==> config.mk <==
export PLATFORM = sky130hd
export DESIGN_NAME = fetch_align_stage_flat
export DESIGN_NICKNAME = d
export VERILOG_FILES = /design/src/rtl/fetch_align_stage_pkg.sv /design/src/rtl/fetch_align_stage_if.sv /design/src/rtl/fetch_halfword_buffer.sv /design/src/rtl/fetch_align_stage.sv /design/src/flat_wrapper.sv
export SDC_FILE = /design/constraint.sdc
export NUM_CORES = 1
export LEC_CHECK = 0
export ABC_AREA = 0
export BUFFER_PORTS_ARGS = -buffer_cell sky130_fd_sc_hd__buf_4
export CAP_MARGIN = 20
export CORE_UTILIZATION = 30
export CTS_CLUSTER_DIAMETER = 150
export DETAILED_ROUTE_END_ITERATION = 12
export PLACE_DENSITY = 0.54
export SLEW_MARGIN = 20
export SYNTH_ARGS = -nofsm -noshare
export SYNTH_HDL_FRONTEND = slang
export SYNTH_HIERARCHICAL = 1
export SYNTH_SLANG_ARGS = --single-unit
==> constraint.sdc <==
create_clock -name clk -period 4.48 [get_ports clk]
set_input_delay 1.344 -clock clk [delete_from_list [all_inputs] [get_ports clk]]
set_output_delay 1.344 -clock clk [all_outputs]
set_load 0.01 [all_outputs]
==> src/rtl/fetch_align_stage_pkg.sv <==
// ---------------------------------------------------------------------------
// fetch_align_stage_pkg
// Shared definitions for the RV32IC fetch/align stage:
//   XLEN           - datapath width (32)
//   NOP_INSTR      - canonical NOP (addi x0,x0,0) used for bubbles and reset
//   fetch_state_t  - 2-bit fetch FSM state encoding
//   is_rvc()       - RVC length test: a halfword starts a 16-bit instruction
//                    when its bits[1:0] are not 2'b11
// ---------------------------------------------------------------------------
package fetch_align_stage_pkg;

  localparam int XLEN = 32;
  localparam logic [XLEN-1:0] NOP_INSTR = 32'h0000_0013;

  typedef enum logic [1:0] {
    ST_FETCH = 2'd0,  // decide: issue from buffered half or request a word
    ST_WAIT  = 2'd1,  // request outstanding, waiting for imem_rvalid
    ST_HOLD  = 2'd2,  // response captured while IF/ID was stalled
    ST_DROP  = 2'd3   // swallow one stale response after a redirect
  } fetch_state_t;

  function automatic logic is_rvc(input logic [15:0] half);
    return half[1:0] != 2'b11;
  endfunction

endpackage

==> src/rtl/fetch_align_stage_if.sv <==
// ---------------------------------------------------------------------------
// fetch_align_stage_if
// Instruction-memory read port.
//   req    - read request, held until the matching rvalid
//   addr   - word address (bits[1:0] = 0), stable while req is held
//   rvalid - one-cycle response strobe
//   rdata  - response word, valid with rvalid
// Modports: master (fetch stage), slave (instruction memory).
// ---------------------------------------------------------------------------
interface fetch_align_stage_if;
  import fetch_align_stage_pkg::*;

  logic            req;
  logic [XLEN-1:0] addr;
  logic            rvalid;
  logic [XLEN-1:0] rdata;

  modport master (output req, output addr, input rvalid, input rdata);
  modport slave  (input req, input addr, output rvalid, output rdata);
endinterface

==> src/rtl/fetch_halfword_buffer.sv <==
// ---------------------------------------------------------------------------
// fetch_halfword_buffer
// Holds the upper halfword of the last fetched word and splits/joins
// halfwords into whole instructions. Pure split/join: the FSM, pc and IF/ID
// registers live in the parent.
// Ports:
//   clk, rst_n     - clock, synchronous active-low reset
//   flush          - drop the buffered half (redirect)
//   commit         - apply the buffer update for the current assembly
//   pc_half        - pc[1] of the next instruction
//   word/word_valid- fetched word available this cycle
//   need_word      - next instruction needs a memory word
//   word_plus1     - the needed word is pc word + 1 (straddle completion)
//   ready          - a whole instruction is available (instr/compressed/inc4)
//   inc4           - pc advances by 4 (else by 2)
// ---------------------------------------------------------------------------
module fetch_halfword_buffer
  import fetch_align_stage_pkg::*;
(
  input  logic            clk,
  input  logic            rst_n,
  input  logic            flush,
  input  logic            commit,
  input  logic            pc_half,
  input  logic [XLEN-1:0] word,
  input  logic            word_valid,
  output logic            need_word,
  output logic            word_plus1,
  output logic            ready,
  output logic            compressed,
  output logic            inc4,
  output logic [XLEN-1:0] instr
);

  logic [15:0] hbuf_reg, hbuf_next;
  logic        hbuf_valid_reg, hbuf_valid_next;

  always_comb begin
    need_word       = 1'b1;
    word_plus1      = 1'b0;
    ready           = 1'b0;
    compressed      = 1'b0;
    inc4            = 1'b0;
    instr           = NOP_INSTR;
    hbuf_next       = hbuf_reg;
    hbuf_valid_next = hbuf_valid_reg;

    if (pc_half && hbuf_valid_reg) begin
      if (is_rvc(hbuf_reg)) begin
        // Whole 16-bit instruction already buffered: no memory access.
        need_word       = 1'b0;
        ready           = 1'b1;
        compressed      = 1'b1;
        instr           = {16'h0000, hbuf_reg};
        hbuf_valid_next = 1'b0;
      end else begin
        // Straddle: low half buffered, high half is in the next word.
        word_plus1 = 1'b1;
        if (word_valid) begin
          ready           = 1'b1;
          inc4            = 1'b1;
          instr           = {word[15:0], hbuf_reg};
          hbuf_next       = word[31:16];
          hbuf_valid_next = 1'b1;
        end
      end
    end else if (pc_half) begin
      // Odd-halfword pc with nothing buffered (after redirect): use W[31:16].
      if (word_valid) begin
        if (is_rvc(word[31:16])) begin
          ready           = 1'b1;
          compressed      = 1'b1;
          instr           = {16'h0000, word[31:16]};
          hbuf_valid_next = 1'b0;
        end else begin
          // Only the low half of a 32-bit instr: buffer it, pc unchanged,
          // the next pass completes it as a straddle.
          hbuf_next       = word[31:16];
          hbuf_valid_next = 1'b1;
        end
      end
    end else if (word_valid) begin
      if (is_rvc(word[15:0])) begin
        ready           = 1'b1;
        compressed      = 1'b1;
        instr           = {16'h0000, word[15:0]};
        hbuf_next       = word[31:16];
        hbuf_valid_next = 1'b1;
      end else begin
        ready           = 1'b1;
        inc4            = 1'b1;
        instr           = word;
        hbuf_valid_next = 1'b0;
      end
    end
  end

  always_ff @(posedge clk) begin
    if (!rst_n) begin
      hbuf_reg       <= 16'h0000;
      hbuf_valid_reg <= 1'b0;
    end else if (flush) begin
      hbuf_valid_reg <= 1'b0;
    end else if (commit) begin
      hbuf_reg       <= hbuf_next;
      hbuf_valid_reg <= hbuf_valid_next;
    end
  end

endmodule

==> src/rtl/fetch_align_stage.sv <==
// ---------------------------------------------------------------------------
// fetch_align_stage
// RV32IC fetch + alignment stage driving the IF/ID register. Fetches aligned
// words, assembles 16/32-bit (possibly word-straddling) instructions, honours
// stall_n (0 = hold) and EX redirects.
// Optional feature macro: FETCH_PERF_CNT_EN adds saturating counters
// perf_stall_cycles, perf_bubbles, perf_redirects.
// Ports:
//   clk, rst_n                 - clock, synchronous active-low reset
//   stall_n                    - 0 holds IF/ID and fetch state
//   redirect_valid/redirect_pc - flush and refetch from redirect_pc (bit0 ignored)
//   imem                       - instruction memory port (master)
//   if_id_valid/instr/pc/compressed - IF/ID register outputs
// ---------------------------------------------------------------------------
module fetch_align_stage
  import fetch_align_stage_pkg::*;
#(
  parameter logic [31:0] RESET_PC = 32'h0000_0000
) (
  input  logic                clk,
  input  logic                rst_n,
  input  logic                stall_n,
  input  logic                redirect_valid,
  input  logic [XLEN-1:0]     redirect_pc,
  fetch_align_stage_if.master imem,
  output logic                if_id_valid,
  output logic [XLEN-1:0]     if_id_instr,
  output logic [XLEN-1:0]     if_id_pc,
  output logic                if_id_compressed
`ifdef FETCH_PERF_CNT_EN
  ,
  output logic [31:0]         perf_stall_cycles,
  output logic [31:0]         perf_bubbles,
  output logic [31:0]         perf_redirects
`endif
);

  fetch_state_t    state_reg, state_next;
  logic [XLEN-1:0] pc_reg, pc_next;
  logic            drop_reg, drop_next;
  logic [XLEN-1:0] hold_word_reg, hold_word_next;
  logic            valid_next, compressed_next;
  logic [XLEN-1:0] instr_next, ifpc_next;

  logic            hb_need_word, hb_word_plus1, hb_ready, hb_compressed, hb_inc4;
  logic [XLEN-1:0] hb_instr, word_sel;
  logic            word_valid, take, load_instr, outstanding;

  // A captured (HOLD) word takes precedence over the live bus.
  assign word_sel   = (state_reg == ST_HOLD) ? hold_word_reg : imem.rdata;
  assign word_valid = !drop_reg &&
                      ((state_reg == ST_WAIT && imem.rvalid) || state_reg == ST_HOLD);
  // take: this cycle's assembly result is consumed (instr issued or half buffered).
  assign take       = stall_n && !redirect_valid &&
                      (word_valid || (state_reg == ST_FETCH && !hb_need_word));
  assign load_instr = take && hb_ready;
  // A response is still owed by memory if we are waiting (or still owe a
  // drop from reset) and it is not arriving this very cycle.
  assign outstanding = (state_reg == ST_WAIT || state_reg == ST_DROP || drop_reg) &&
                       !imem.rvalid;

  // Request is a level held through WAIT; suppressed in reset and on redirect
  // so no request is launched for a pc that is about to be discarded.
  assign imem.req  = rst_n && !redirect_valid &&
                     ((state_reg == ST_FETCH && hb_need_word) || state_reg == ST_WAIT);
  assign imem.addr = {pc_reg[31:2] + {29'd0, hb_word_plus1}, 2'b00};

  fetch_halfword_buffer u_hbuf (
    .clk        (clk),
    .rst_n      (rst_n),
    .flush      (redirect_valid),
    .commit     (take),
    .pc_half    (pc_reg[1]),
    .word       (word_sel),
    .word_valid (word_valid),
    .need_word  (hb_need_word),
    .word_plus1 (hb_word_plus1),
    .ready      (hb_ready),
    .compressed (hb_compressed),
    .inc4       (hb_inc4),
    .instr      (hb_instr)
  );

  always_comb begin
    state_next      = state_reg;
    pc_next         = pc_reg;
    drop_next       = drop_reg && !imem.rvalid;
    hold_word_next  = hold_word_reg;
    valid_next      = if_id_valid;
    instr_next      = if_id_instr;
    ifpc_next       = if_id_pc;
    compressed_next = if_id_compressed;

    if (redirect_valid) begin
      pc_next         = redirect_pc & ~32'h1;
      state_next      = outstanding ? ST_DROP : ST_FETCH;
      drop_next       = 1'b0;  // the single owed response is swallowed by DROP
      valid_next      = 1'b0;
      instr_next      = NOP_INSTR;
      compressed_next = 1'b0;
    end else begin
      case (state_reg)
        ST_FETCH: if (hb_need_word) state_next = ST_WAIT;
        ST_WAIT: begin
          if (word_valid) begin
            state_next     = stall_n ? ST_FETCH : ST_HOLD;
            hold_word_next = imem.rdata;
          end
        end
        ST_HOLD:  if (stall_n) state_next = ST_FETCH;
        ST_DROP:  if (imem.rvalid) state_next = ST_FETCH;
        default:  state_next = ST_FETCH;
      endcase

      if (load_instr) pc_next = pc_reg + (hb_inc4 ? 32'd4 : 32'd2);

      if (stall_n) begin
        if (load_instr) begin
          valid_next      = 1'b1;
          instr_next      = hb_instr;
          ifpc_next       = pc_reg;
          compressed_next = hb_compressed;
        end else begin
          valid_next      = 1'b0;
          instr_next      = NOP_INSTR;
          compressed_next = 1'b0;
        end
      end
    end
  end

  always_ff @(posedge clk) begin
    if (!rst_n) begin
      state_reg        <= ST_FETCH;
      pc_reg           <= RESET_PC;
      drop_reg         <= outstanding;
      hold_word_reg    <= '0;
      if_id_valid      <= 1'b0;
      if_id_instr      <= NOP_INSTR;
      if_id_pc         <= RESET_PC;
      if_id_compressed <= 1'b0;
    end else begin
      state_reg        <= state_next;
      pc_reg           <= pc_next;
      drop_reg         <= drop_next;
      hold_word_reg    <= hold_word_next;
      if_id_valid      <= valid_next;
      if_id_instr      <= instr_next;
      if_id_pc         <= ifpc_next;
      if_id_compressed <= compressed_next;
    end
  end

`ifdef FETCH_PERF_CNT_EN
  logic bubble_load;
  assign bubble_load = redirect_valid || (stall_n && !load_instr);

  always_ff @(posedge clk) begin
    if (!rst_n) begin
      perf_stall_cycles <= '0;
      perf_bubbles      <= '0;
      perf_redirects    <= '0;
    end else begin
      if (!stall_n && perf_stall_cycles != 32'hFFFF_FFFF)
        perf_stall_cycles <= perf_stall_cycles + 32'd1;
      if (bubble_load && perf_bubbles != 32'hFFFF_FFFF)
        perf_bubbles <= perf_bubbles + 32'd1;
      if (redirect_valid && perf_redirects != 32'hFFFF_FFFF)
        perf_redirects <= perf_redirects + 32'd1;
    end
  end
`endif

endmodule
==> src/flat_wrapper.sv <==
// flat-port wrapper written by rule: the top's interface ports become plain ports
module fetch_align_stage_flat import fetch_align_stage_pkg::*;
#(
  parameter logic [31:0] RESET_PC = 32'h0000_0000
)
  (clk, rst_n, stall_n, redirect_valid, redirect_pc, if_id_valid, if_id_instr, if_id_pc, if_id_compressed, imem_req, imem_addr, imem_rvalid, imem_rdata);
  fetch_align_stage_if imem_i ();
  input  logic clk;
  input  logic rst_n;
  input  logic stall_n;
  input  logic redirect_valid;
  input  logic [XLEN-1:0] redirect_pc;
  output logic if_id_valid;
  output logic [XLEN-1:0] if_id_instr;
  output logic [XLEN-1:0] if_id_pc;
  output logic if_id_compressed;
  output wire logic [$bits(imem_i.req)-1:0] imem_req;
  output wire logic [$bits(imem_i.addr)-1:0] imem_addr;
  input wire logic [$bits(imem_i.rvalid)-1:0] imem_rvalid;
  input wire logic [$bits(imem_i.rdata)-1:0] imem_rdata;
  assign imem_req = imem_i.req;
  assign imem_addr = imem_i.addr;
  assign imem_i.rvalid = imem_rvalid;
  assign imem_i.rdata = imem_rdata;
  fetch_align_stage #(.RESET_PC(RESET_PC)) u_core (.clk(clk), .rst_n(rst_n), .stall_n(stall_n), .redirect_valid(redirect_valid), .redirect_pc(redirect_pc), .imem(imem_i), .if_id_valid(if_id_valid), .if_id_instr(if_id_instr), .if_id_pc(if_id_pc), .if_id_compressed(if_id_compressed));
endmodule
==> key figures <==
Status
  • Outcome: finished clean

Cells and area
  • Most frequent cells in the layout: sky130_fd_sc_hd__nand2_1, sky130_fd_sc_hd__buf_4, sky130_fd_sc_hd__dfxtp_1
  • Antenna Cells: 0
  • Layout filler cell count: 2702
  • Most common cell after layout, fill and taps aside: sky130_fd_sc_hd__nand2_1
  • Fraction of final layout cells with drive strength greater than 1: between 20 and 25%
  • Signed area change from the synthesized netlist to the final layout: 27.1%
  • Share of the core filled with cells in the final layout: approximately two fifths
  • Number of nets in the final layout: 1175

Route
  • Via density: 5.03
  • Detail Route Antenna Nets: 0
  • Drt initial violations: around 520
  • Routed length per instance: 16.9 um
  • Post-detailed-routing wire length: between 20000 and 25000 um
  • Detailed-routing iteration count for the pre-antenna-repair pass: 5
  • DRC violation count after routing: 0
  • Total number of vias: 7266

Logic synthesis
  • Ys flop type: sky130_fd_sc_hd__dfxtp_1
  • Count of warnings emitted by yosys: 6
  • Share of async-settable or async-resettable flops after synthesis: 0%
  • Mux share of post-synthesis cell area: 6.91%
  • Combinational family with the most area after synthesis: simple AND/OR/NAND/NOR gates
  • Library cells used by synthesis: 71
  • EDFF count, synth: 0
  • Compound-Gate Fraction of Synth Area: a little under a fifth
  • Mapped Area: 7680 um^2
  • Synthesized-area fraction occupied by xor and xnor cells: 3.99%
  • Post-synth top area cell: sky130_fd_sc_hd__dfxtp_1
  • Adder and majority cell fraction of the synthesized area: less than 1%
  • Synth Register Bits: about 150
  • Mean instance size in the synthesized netlist: 7.92 um^2
  • Dominant cells by area after synthesis: sky130_fd_sc_hd__dfxtp_1, sky130_fd_sc_hd__nand2_1, sky130_fd_sc_hd__a21oi_1, sky130_fd_sc_hd__mux2_2, sky130_fd_sc_hd__nor2b_1
  • Mapped Cells: 969
  • Yosys top cell area share: 38.6%
  • Share of synthesized area occupied by flip-flops and latches: roughly two fifths
  • Area fraction in and, or, nand and nor cells after synthesis: 25.0%

Setup path
  • Delay of the slowest critical-path stage: 400 ps
  • Count of cells along the worst register-to-register path: 12
  • Crit-path slowest cell: sky130_fd_sc_hd__dfxtp_1
  • Critical path launch point type: flop
  • FF-to-FF setup slack: just over 800 ps
  • Destination of the worst register-to-register timing path: u_core/pc_reg[20]
  • Peak fanout along the critical path: 6
  • Element type at the critical path end: primary output
  • Most Frequent Cell on Critical Path: sky130_fd_sc_hd__buf_4
  • Critical path cell sequence: nand2_1 -> nor2_2 -> ha_1 -> ha_1 -> nand3_2 -> nor3_2 -> buf_4 -> nand4_1 -> buf_4 -> nor2_1 -> xor2_1 -> buf_4
  • Kind of critical path: flop to primary output
  • Data arrival time at the worst-slack endpoint: 2780 ps
  • Required time worst endpoint: 3140 ps
  • Origin of the critical flop-to-flop path: u_core/state_reg[0]

Clock tree
  • Clock-pin slew on the worst setup and hold paths: 60 ps
  • Clk root buf: sky130_fd_sc_hd__clkbuf_16
  • TritonCTS sink count: about 150
  • Number of levels the H-tree was split into: 4
  • Latest clock arrival within the worst-skew pair: 430 ps
  • Number of clock buffers inserted by TritonCTS: 17
  • Maximum clock path buffer count: 2
  • Clock tree from TritonCTS: built

Global routing
  • Vias in the first global route: between 6000 and 7000
  • Number of antenna violations at the first check in global routing: 1
  • Overall fraction of global-route tracks in use: 18.7%
  • Remaining global-route overflow: 0
  • Maximum number of pins on one net before global-route repair: 80
  • First-pass GRT wire length: 38200 um

Hold path
  • Number of cells on the worst hold path: 2
  • Hold Path Sink: u_core/hold_word_reg[4]
  • HP Start: u_core/hold_word_reg[4]
  • HP Class: flop to flop

Job
  • Maximum capacitance violations: 0

Power
  • Leakage power: 3.74 nW
  • Maximum VDD drop: around 0.18 mV
  • Power density cells: 322 nW/um^2

Floorplanning
  • Full die area: 26200 um^2
  • Core ar.: 25100 um^2
  • Initial cell density of the core: 30.6%
  • Die Wd: approximately 160 um
  • Num rows: 58
  • Number of top-level design ports: 168
  • Floorplan die height: 162 um

Timing
  • # setup viols final: 0
  • Number of pins exceeding their max-slew limit in the final report: 0
  • Post-Route Setup TNS: 0 ps
  • Worst slew pin tran: 906 ps
  • Worst slack on hold paths: 453 ps
  • Final setup margin: 359 ps
  • Number of endpoints with negative hold slack in the final report: 0
  • Headroom to the max-slew limit: 39.6%
  • Final setup skew: 15.3 ps
  • Final worst path period share: 92.0%
  • RSZ-0062 raised after global routing: false
  • Final critical delay including setup and external delays: 4120 ps
  • Max frequency: 243 MHz

Placement
  • Count of port buffers added during placement: 163
  • DPL Wire Length: 16800 um
  • Setup Slack @ Placement: ~450 ps
  • GP Congestion: approximately 0.84
how the worst max path moves through the flow:
stage / from / to / slack (ps) / depth (start not counted)
3_3_place_gp: imem_rvalid / u_core/pc_reg[30] / 430 / 13
4_1_cts: u_core/u_hbuf/hbuf_valid_reg / imem_addr[30] / 180 / 11
2_1_floorplan: imem_rvalid / u_core/pc_reg[23] / 660 / 13
5_1_grt: u_core/u_hbuf/hbuf_valid_reg / imem_addr[30] / 60 / 12
3_5_place_dp: imem_rvalid / u_core/pc_reg[23] / 450 / 14
6_report: u_core/u_hbuf/hbuf_valid_reg / imem_addr[30] / 360 / 12
synthesized netlist by cell type, drive strengths merged (3+ instances only):
library cell  count
nor3             19
clkbuf           49
a211oi            5
nand2b            4
a222oi           10
buf              34
mux2             32
a22o             14
o22ai             5
o21ai            18
nor4             12
nor2             60
ha                4
o311ai            4
nor2b            36
xnor2            19
nand4            14
a21oi           116
dfxtp           148
and3              5
o21a              6
o31ai             3
o311a             4
mux2i            17
nand3b            3
a32o              4
inv              16
and4              8
a22oi             7
nand3            18
xor2             16
or4               3
a31oi             6
and2              4
nand2           213
cell type report:
cell class	count	area [um^2]	share of cell area [%]
Clock inverter	13	123	1.26
Multi-Input combinational cell	723	4280	43.9
Timing Repair Buffer	194	1470	15.1
Clock buffer	19	443	4.54
Tap cell	330	413	4.23
Inverter	17	63.8	0.654
Sequential cell	148	2960	30.4
cell families (layout without fill, tap and decap cells):
logic type | Yosys count | after routing
xor+xnor | 35 | 35
fa+ha+maj | 5 | 5
flops | 148 | 148
buf+inv | 100 | 243
other cells | 1 | 3
simple gates | 410 | 410
compound gates | 221 | 221
mux | 49 | 49
worst max-delay path, delay by kind of cell, from the launching register on:
family        cells  cell delay [ps]
xor+xnor          1              170
buf+inv           3              490
flops             1              400
simple gates      6              850
fa+ha+maj         2              440
where the power goes:
group	switching, W	internal, W
Clock	0.000618	0.000787
Combinational	0.000191	0.000155
Sequential	0.0000475	0.00134
layer usage:
| metal | vias to the layer above | global-route usage (%) | share of wire [%] |
|---|---|---|---|
| li1 | 3636 | - | - |
| met1 | 3393 | 23.9 | 44 |
| met2 | 213 | 30.1 | 47 |
| met3 | 22 | 5.90 | 7.5 |
| met4 | 2 | 5.19 | 1.5 |
| met5 | - | 0 | 0.037 |
per-stage QoR:
| stage | total power (W) | instances | cell area [um^2] |
|---|---|---|---|
| 4_1_cts | 0.00318 | 1443 | 9740 |
| 6_report | 0.00314 | 1444 | 9760 |
| 3_5_place_dp | 0.00177 | 1411 | 9170 |
| 2_1_floorplan | 0.00162 | 971 | 7680 |
| 3_3_place_gp | 0.00176 | 1411 | 9170 |
| 5_1_grt | 0.00328 | 1444 | 9760 |
timing repair:
action | in CTS | in global routing
hold buffers | 0 | 0
gates resized for setup | 0 | 2
setup endpoints to repair | 0 | 6
setup buffers | 0 | 1
(Power assumes the default switching activity.)
